**config.mk**
```make
export PLATFORM = sky130hd
export DESIGN_NAME = pc_fetch_unit
export DESIGN_NICKNAME = d
export VERILOG_FILES = /design/src/rtl/cpu_pkg.sv /design/src/rtl/pc_next_mux.sv /design/src/rtl/pc_fetch_unit.sv
export SDC_FILE = /design/constraint.sdc
export NUM_CORES = 1
export LEC_CHECK = 0
export ABC_AREA = 1
export CAP_MARGIN = 10
export CORE_UTILIZATION = 35
export DETAILED_ROUTE_END_ITERATION = 10
export PLACE_DENSITY = 0.75
export SLEW_MARGIN = 20
export SYNTH_ARGS = -nofsm -noshare
export SYNTH_HDL_FRONTEND = slang
export SYNTH_HIERARCHICAL = 1
export SYNTH_SLANG_ARGS = --single-unit
```
**constraint.sdc**
```tcl
create_clock -name clock -period 6 [get_ports clock]
set_input_delay 1.8 -clock clock [delete_from_list [all_inputs] [get_ports clock]]
set_output_delay 1.8 -clock clock [all_outputs]
set_load 0.01 [all_outputs]
```
**src/rtl/cpu_pkg.sv**
```systemverilog
// Shared CPU definitions: opcodes, fetch defaults and fetch FSM states.
// Imported by the fetch unit, its next-PC mux and the control decoder.
package cpu_pkg;

  localparam int ADDR_W_DEF = 12;

  localparam logic [4:0] OP_ALU  = 5'b00000;
  localparam logic [4:0] OP_J    = 5'b00001;
  localparam logic [4:0] OP_BNE  = 5'b00010;
  localparam logic [4:0] OP_JAL  = 5'b00011;
  localparam logic [4:0] OP_JR   = 5'b00100;
  localparam logic [4:0] OP_ADDI = 5'b00101;
  localparam logic [4:0] OP_BLT  = 5'b00110;
  localparam logic [4:0] OP_SW   = 5'b00111;
  localparam logic [4:0] OP_LW   = 5'b01000;
  localparam logic [4:0] OP_SETX = 5'b10101;
  localparam logic [4:0] OP_BEX  = 5'b10110;

  typedef enum logic [1:0] {
    S_WARM = 2'd0,
    S_RUN  = 2'd1,
    S_HALT = 2'd2
  } fetch_state_t;

  function automatic logic [31:0] sext17(
    input logic [16:0] imm
  );
    return {{15{imm[16]}}, imm};
  endfunction

endpackage

```
**src/rtl/pc_next_mux.sv**
```systemverilog
// Combinational next-PC select for the fetch stage.
// Also flags an absolute jump that targets the current PC.
module pc_next_mux
  import cpu_pkg::*;
#(
  parameter int ADDR_W = ADDR_W_DEF
) (
  input  logic [ADDR_W-1:0] pc,
  input  logic [31:0]       q_imem,
  input  logic [31:0]       jr_target,
  input  logic              take_br,
  input  logic              is_rel,
  input  logic              is_jr,
  output logic [ADDR_W-1:0] pc_next,
  output logic              self_jump
);

  logic [ADDR_W-1:0] pc_inc;
  logic [ADDR_W-1:0] rel_tgt;
  logic [ADDR_W-1:0] abs_tgt;
  logic [31:0]       off;
  logic              sel_jr;
  logic              sel_rel;
  logic              sel_abs;
  logic              sel_seq;
  logic              unused_bits;

  assign off     = sext17(q_imem[16:0]);
  assign pc_inc  = pc + ADDR_W'(1);
  assign rel_tgt = pc_inc + off[ADDR_W-1:0];
  assign abs_tgt = q_imem[ADDR_W-1:0];

  // One-hot selects: jr beats rel, rel beats absolute.
  assign sel_jr  = take_br & is_jr;
  assign sel_rel = take_br & is_rel & ~is_jr;
  assign sel_abs = take_br & ~is_rel & ~is_jr;
  assign sel_seq = ~take_br;

  always_comb begin
    pc_next = pc_inc;
    unique case (1'b1)
      sel_jr:  pc_next = jr_target[ADDR_W-1:0];
      sel_rel: pc_next = rel_tgt;
      sel_abs: pc_next = abs_tgt;
      sel_seq: pc_next = pc_inc;
      default: pc_next = pc_inc;
    endcase
  end

  assign self_jump   = sel_abs & (abs_tgt == pc);
  assign unused_bits = ^{q_imem, jr_target, off};

endmodule

```
**src/rtl/pc_fetch_unit.sv**
```systemverilog
// Instruction-fetch stage: PC register, warm-up/run/halt FSM
// and a saturating count of committed redirects.
module pc_fetch_unit
  import cpu_pkg::*;
#(
  parameter int ADDR_W   = ADDR_W_DEF,
  parameter int RESET_PC = 0,
  parameter int CNT_W    = 16
) (
  input  logic              clock,
  input  logic              reset_n,
  input  logic              stall,
  input  logic [31:0]       q_imem,
  input  logic              take_br,
  input  logic              is_rel,
  input  logic              is_jr,
  input  logic [31:0]       jr_target,
  output logic [ADDR_W-1:0] address_imem,
  output logic [31:0]       pc_plus1,
  output logic              insn_valid,
  output logic              redirect,
  output logic              halted,
  output logic [CNT_W-1:0]  redirect_cnt
);

  fetch_state_t      state;
  logic [ADDR_W-1:0] pc;
  logic [ADDR_W-1:0] pc_inc;
  logic [ADDR_W-1:0] pc_next;
  logic              self_jump;
  logic              run;

  pc_next_mux #(
    .ADDR_W (ADDR_W)
  ) u_mux (
    .pc        (pc),
    .q_imem    (q_imem),
    .jr_target (jr_target),
    .take_br   (take_br),
    .is_rel    (is_rel),
    .is_jr     (is_jr),
    .pc_next   (pc_next),
    .self_jump (self_jump)
  );

  assign run          = (state == S_RUN);
  assign pc_inc       = pc + ADDR_W'(1);
  assign address_imem = pc;
  assign pc_plus1     = {{(32-ADDR_W){1'b0}}, pc_inc};
  assign insn_valid   = run & ~stall;
  assign redirect     = run & ~stall & take_br;
  assign halted       = (state == S_HALT);

  always_ff @(posedge clock or negedge reset_n) begin
    if (!reset_n) begin
      state        <= S_WARM;
      pc           <= ADDR_W'(RESET_PC);
      redirect_cnt <= '0;
    end else begin
      unique case (state)
        S_WARM: state <= S_RUN;
        S_RUN: begin
          if (!stall) begin
            pc <= pc_next;
            if (self_jump) state <= S_HALT;
          end
        end
        S_HALT: state <= S_HALT;
        default: state <= S_WARM;
      endcase
      if (redirect && (redirect_cnt != '1))
        redirect_cnt <= redirect_cnt + CNT_W'(1);
    end
  end

endmodule

```
Yosys cells after proc, flatten, opt, wreduce, memory -nomap -nowiden
Index checks and enable logic that the tools add are counted.
{"block": "totals", "ff_bits": 30, "word_cells": 31, "out_inout_bits": 63, "inputBits": 70}
{"block": "classes", "n_reduce_logical": 4, "eq_ne": 6, "n_addsub": 3, "mux": 4, "n_bitwise": 11}
{"op": "$pmux W12 S3", "count": 1}
{"op": "$add A16 B1 Y16 const B", "count": 1}
{"op": "$ne A16 B16 Y1 const B", "count": 1}
{"op": "$add A12 B1 Y12 const B", "count": 1}
{"op": "$add A12 B12 Y12", "count": 1}
{"op": "$eq A12 B12 Y1", "count": 1}
{"op": "$and A1 B1 Y1", "count": 8}
{"op": "$pmux W2 S3", "count": 1}
{"op": "$mux W2", "count": 2}
{"op": "$ne A2 B2 Y1 const B", "count": 2}
{"op": "$reduce_and A2 Y1", "count": 2}
{"op": "$not A1 Y1", "count": 3}
{"op": "$eq A2 B1 Y1 const B", "count": 1}
{"op": "$eq A2 B2 Y1 const B", "count": 1}
{"op": "$logic_not A2 Y1", "count": 1}
{"op": "$logic_and A1 B1 Y1", "count": 1}

Logic depth before layout (Yosys ltp)
{"block": "depth", "depth_word": 7, "depth_mapped": 20, "depth_no_buf": 20}

Hierarchy
Netlist, hierarchy kept.
{"module": "pc_fetch_unit", "cells_each": 267, "area_per_inst_um2": 1970.6, "seq_area_each_um2": 750.7, "instances": 1}
{"module": "pc_next_mux", "cells_each": 265, "area_per_inst_um2": 1371.3, "seq_area_each_um2": 0.0, "instances": 1}

Least setup slack after synthesis
No wires, ideal clock.
{"block": "synth_timing", "path_type": "input-to-output", "from": "in stall", "to": "out insn_valid", "arrival_ps": 2402, "required_ps": 4200, "n_path_buf": 1, "path_slack_ps": 1798, "stages": 4, "cell_sequence": "inv_1 nand2_1 clkinv_1 buf_2"}
{"block": "synth_via", "elab_chain_len": 2}
{"element": "from (decl)", "line_no": "pc_fetch_unit.sv:12", "text": "input logic stall,"}
{"element": "$not A1 Y1 (no source line)"}
{"element": "$and A1 B1 Y1", "line_no": "pc_fetch_unit.sv:50", "text": "assign insn_valid = run & ~stall;"}
{"element": "to (decl)", "line_no": "pc_fetch_unit.sv:20", "text": "output logic insn_valid,"}
No other way between the ends.

Worst setup path in the final report
{"block": "layout_timing", "from": "in take_br", "to": "out redirect"}
{"block": "layout_via", "elab_chain_len": 1}
{"element": "from (decl)", "line_no": "pc_fetch_unit.sv:14", "text": "input logic take_br,"}
{"element": "$and A1 B1 Y1", "line_no": "pc_fetch_unit.sv:51", "text": "assign redirect = run & ~stall & take_br;"}
{"element": "to (decl)", "line_no": "pc_fetch_unit.sv:21", "text": "output logic redirect,"}
No other way between the ends.

==> flow_summary.toml <==
[route]
dr_wl_met3_microns = 637
wl_per_cell_microns = 12.5
routed.top_layer = "met4"
wirelength_mm = 9.23
via_per_inst = 4.91
vias = 3617
wl_met2_mm = 4.62
wl_met1_mm = 3.77
drc = 0
postRouteAntennaNets = 0
firstDrtPassIters = 7
drt-initial-drc-count = 154

[outcome]
outcome = "finished clean"

[floorplan]
fp-row-count = 35
core_region_area_sq_um = 9240
die_h_microns = 99.7
die_w_microns = 99.7
num_io_pins = 133
dieArea_sq_um = 9940
start_util = 0.362

[global_routing]
grt_first_pass_wirelength_mm = 15.2
overflow = 0
grt_start_max_net_pins = 31
antenna_found_initial = 0
track_usage = 0.191
grt_pass1_vias = 3385

[clock_tree]
cts_buffers = 5
cts_setup_buffers = 0
cts_sinks = 30
cts.clk_slew.worst_paths_ns = 0.07
clockBufferDepth = 2
cts_max_level = 2
hold_buffers = 0
clkLatencyLatePin_ns = 0.29
root_buffer = "clkbuf_8"
cts_resized = 0
cts_tree = "yes"

[power]
power.density_nw_per_um2 = 346
p_leak_nw = 2.06
vdd_drop_max_mv = 0.140

[sta]
tns_ns = 0
fin_skew_ns = 0.00927
worst_slew_pin_slew_ns = 1.01
setup_ws_ns = 0.823
hold_viol = 0
final_max_slew_viol_count = 0
setup_viol = 0
slew_headroom = 0.327
period_share = 0.863
rsz0062_at_grt = "no"
fin_crit_ns = 5.18
timing.fmax_mhz = 193

[setup_path]
slowest_delay_ns = 0.59
cp_max_fo = 5
arrival_ns = 3.38
cp.required_ns = 4.20
r2r_slack_ns = 3.21
critPathCaptureType = "output pin"
reg2reg_to = "address_imem[9]$_DFFE_PN0P_"
critical_path_class = "in2out"
crit_slowest_cell = "clkdlybuf4s50_1"
cp-endpoint = "redirect"
cp-start-kind = "primary input"
cp.depth = 4
critPathTopFamily = "buffers and inverters"
timing.critical_path.mode_cell = "clkdlybuf4s50_1"
cp-startpoint = "take_br"
r2r-start = "address_imem[1]$_DFFE_PN0P_"
r2r_cells = 16
cp.buffers_inverters = 3
path_cells = "clkdlybuf4s50_1 > nand3_1 > inv_1 > clkdlybuf4s50_1"

[synthesis]
ys_seq_area_frac = 0.225
post-synth-top-count-cell = "nand2_1"
ys.flop_type = "dfrtp_1"
ys_ff_latch = 30
yosysWarnings = 6
synth_area_leaders = "nand2_1 (23%), dfrtp_1 (22%), ha_1 (7.9%)"
syn_area_per_cell_sq_um = 6.28
yosysUniqueCellTypes = 36
synth_top_area_share = 0.231
synth-edff-count = 0
async_flop_share = 1.00
synth.top_cells.by_count = "nand2_1 (206), inv_1 (69), nor2_1 (37), nand3_1 (34), dfrtp_1 (30)"
synth_cells = 532
netlist.top_cell.by_area = "nand2_1"
syn-cell-area_sq_um = 3340

[placement]
dp_slack_ns = 0.807
dp_hpwl_mm = 7.43
finalWeightedCongestion = 0.963
post_dp_cell_area_sq_um = 4110
portBuffers = 72

[hold_path]
hp-class = "reg2reg"
min_path_cells = 2
hold_path_startpoint = "redirect_cnt[4]$_DFFE_PN0P_"

[job]
drv_cap = 0

[cells_and_area]
ff_latch_area_sq_um = 751
drive_gt1_frac = 0.0510
nets = 699
final_cell_area_sq_um = 4210
multi_input_area_sq_um = 2200
nFillCells = 975
diodes = 0
syn_to_final_growth_pct = 25.9
-- cells in the final DEF (no fill, tap or decap), types with 2 or more instances in the layout --
cell	instances
xnor2_1	7
buf_4	2
nand4_1	16
nand3b_1	3
conb_1	20
nand3_2	2
o21ai_0	14
clkbuf_8	6
nor3_1	2
nand2_1	206
dfrtp_1	30
nand2_2	3
a21oi_1	12
o22ai_1	3
nor2_2	3
or2_2	5
inv_1	69
a211oi_1	2
xor2_1	17
a221oi_1	2
clkdlybuf4s50_1	72
nor3_2	3
clkinv_1	2
nor2_4	2
nor2_1	37
nand3_1	34
ha_1	21
o2111ai_1	4
-- power by group --
| group | internal, mW | total [mW] | switching [mW] | leakage [nW] |
|---|---|---|---|---|
| combinational | 0.411 | 0.923 | 0.512 | 1.61 |
| sequential | 0.255 | 0.360 | 0.104 | 0.396 |
| clock | 0.0921 | 0.173 | 0.0807 | 0.0472 |
| total | 0.758 | 1.46 | 0.697 | 2.06 |
-- routing by layer --
metal  vias to the layer above  track usage
li1                       1794            -
met1                      1678        0.222
met2                       130        0.352
met3                        15       0.0281
met4                         0       0.0701
met5                         -            0
-- state kept, by name, summed over array words and instances (netlist names) --
register and flops:
redirect_cnt 16, address_imem 12, state 2
-- tightest hold or removal path, stage by stage (launching register included) --
cell	delay [ns]
dfrtp_1	0.42
nand2_1	0.07
nand2_1	0.05
-- how the worst min path moves through the flow --
stage          slack (ns)                      endpoint
2_1_floorplan        0.55          state[1]$_DFFE_PN0P_
3_3_place_gp         0.54  redirect_cnt[15]$_DFFE_PN0P_
3_5_place_dp         0.55   redirect_cnt[4]$_DFFE_PN0P_
4_1_cts              0.57   redirect_cnt[4]$_DFFE_PN0P_
5_1_grt              0.61   redirect_cnt[6]$_DFFE_PN0P_
6_report             0.57   redirect_cnt[4]$_DFFE_PN0P_
-- cells by family (layout without fill, tap and decap cells) --
kind of cell               Yosys count  count (layout)  synth area share
other                                1              20           0.00112
xor gates and xnor gates            24              24            0.0629
DFF                                 30              30             0.225
AOI/OAI and AO/OA                   40              40            0.0734
and+or+nand+nor                    319             319             0.415
adders and majority gates           22              22            0.0846
buffers and inverters               96             153             0.139
-- final cells by class --
type	instances	area share
Clock buffer	6	0.0196
Inverter	71	0.0633
Clock inverter	2	0.00297
Sequential cell	30	0.178
Tap cell	129	0.0383
Multi-Input combinational cell	425	0.523
Timing Repair Buffer	74	0.175
-- per-stage QoR --
stage	hold slack (ns)	power, mW	utilization	instances
final	0.568	1.46	0.456	737
after global routing	0.607	1.59	0.456	737
after global placement	0.545	1.25	0.445	729
after floorplan	0.552	0.927	-	551
after detailed placement	0.552	1.28	0.445	729
after CTS	0.568	1.46	0.456	737
Power figures use the tool's default switching activity.
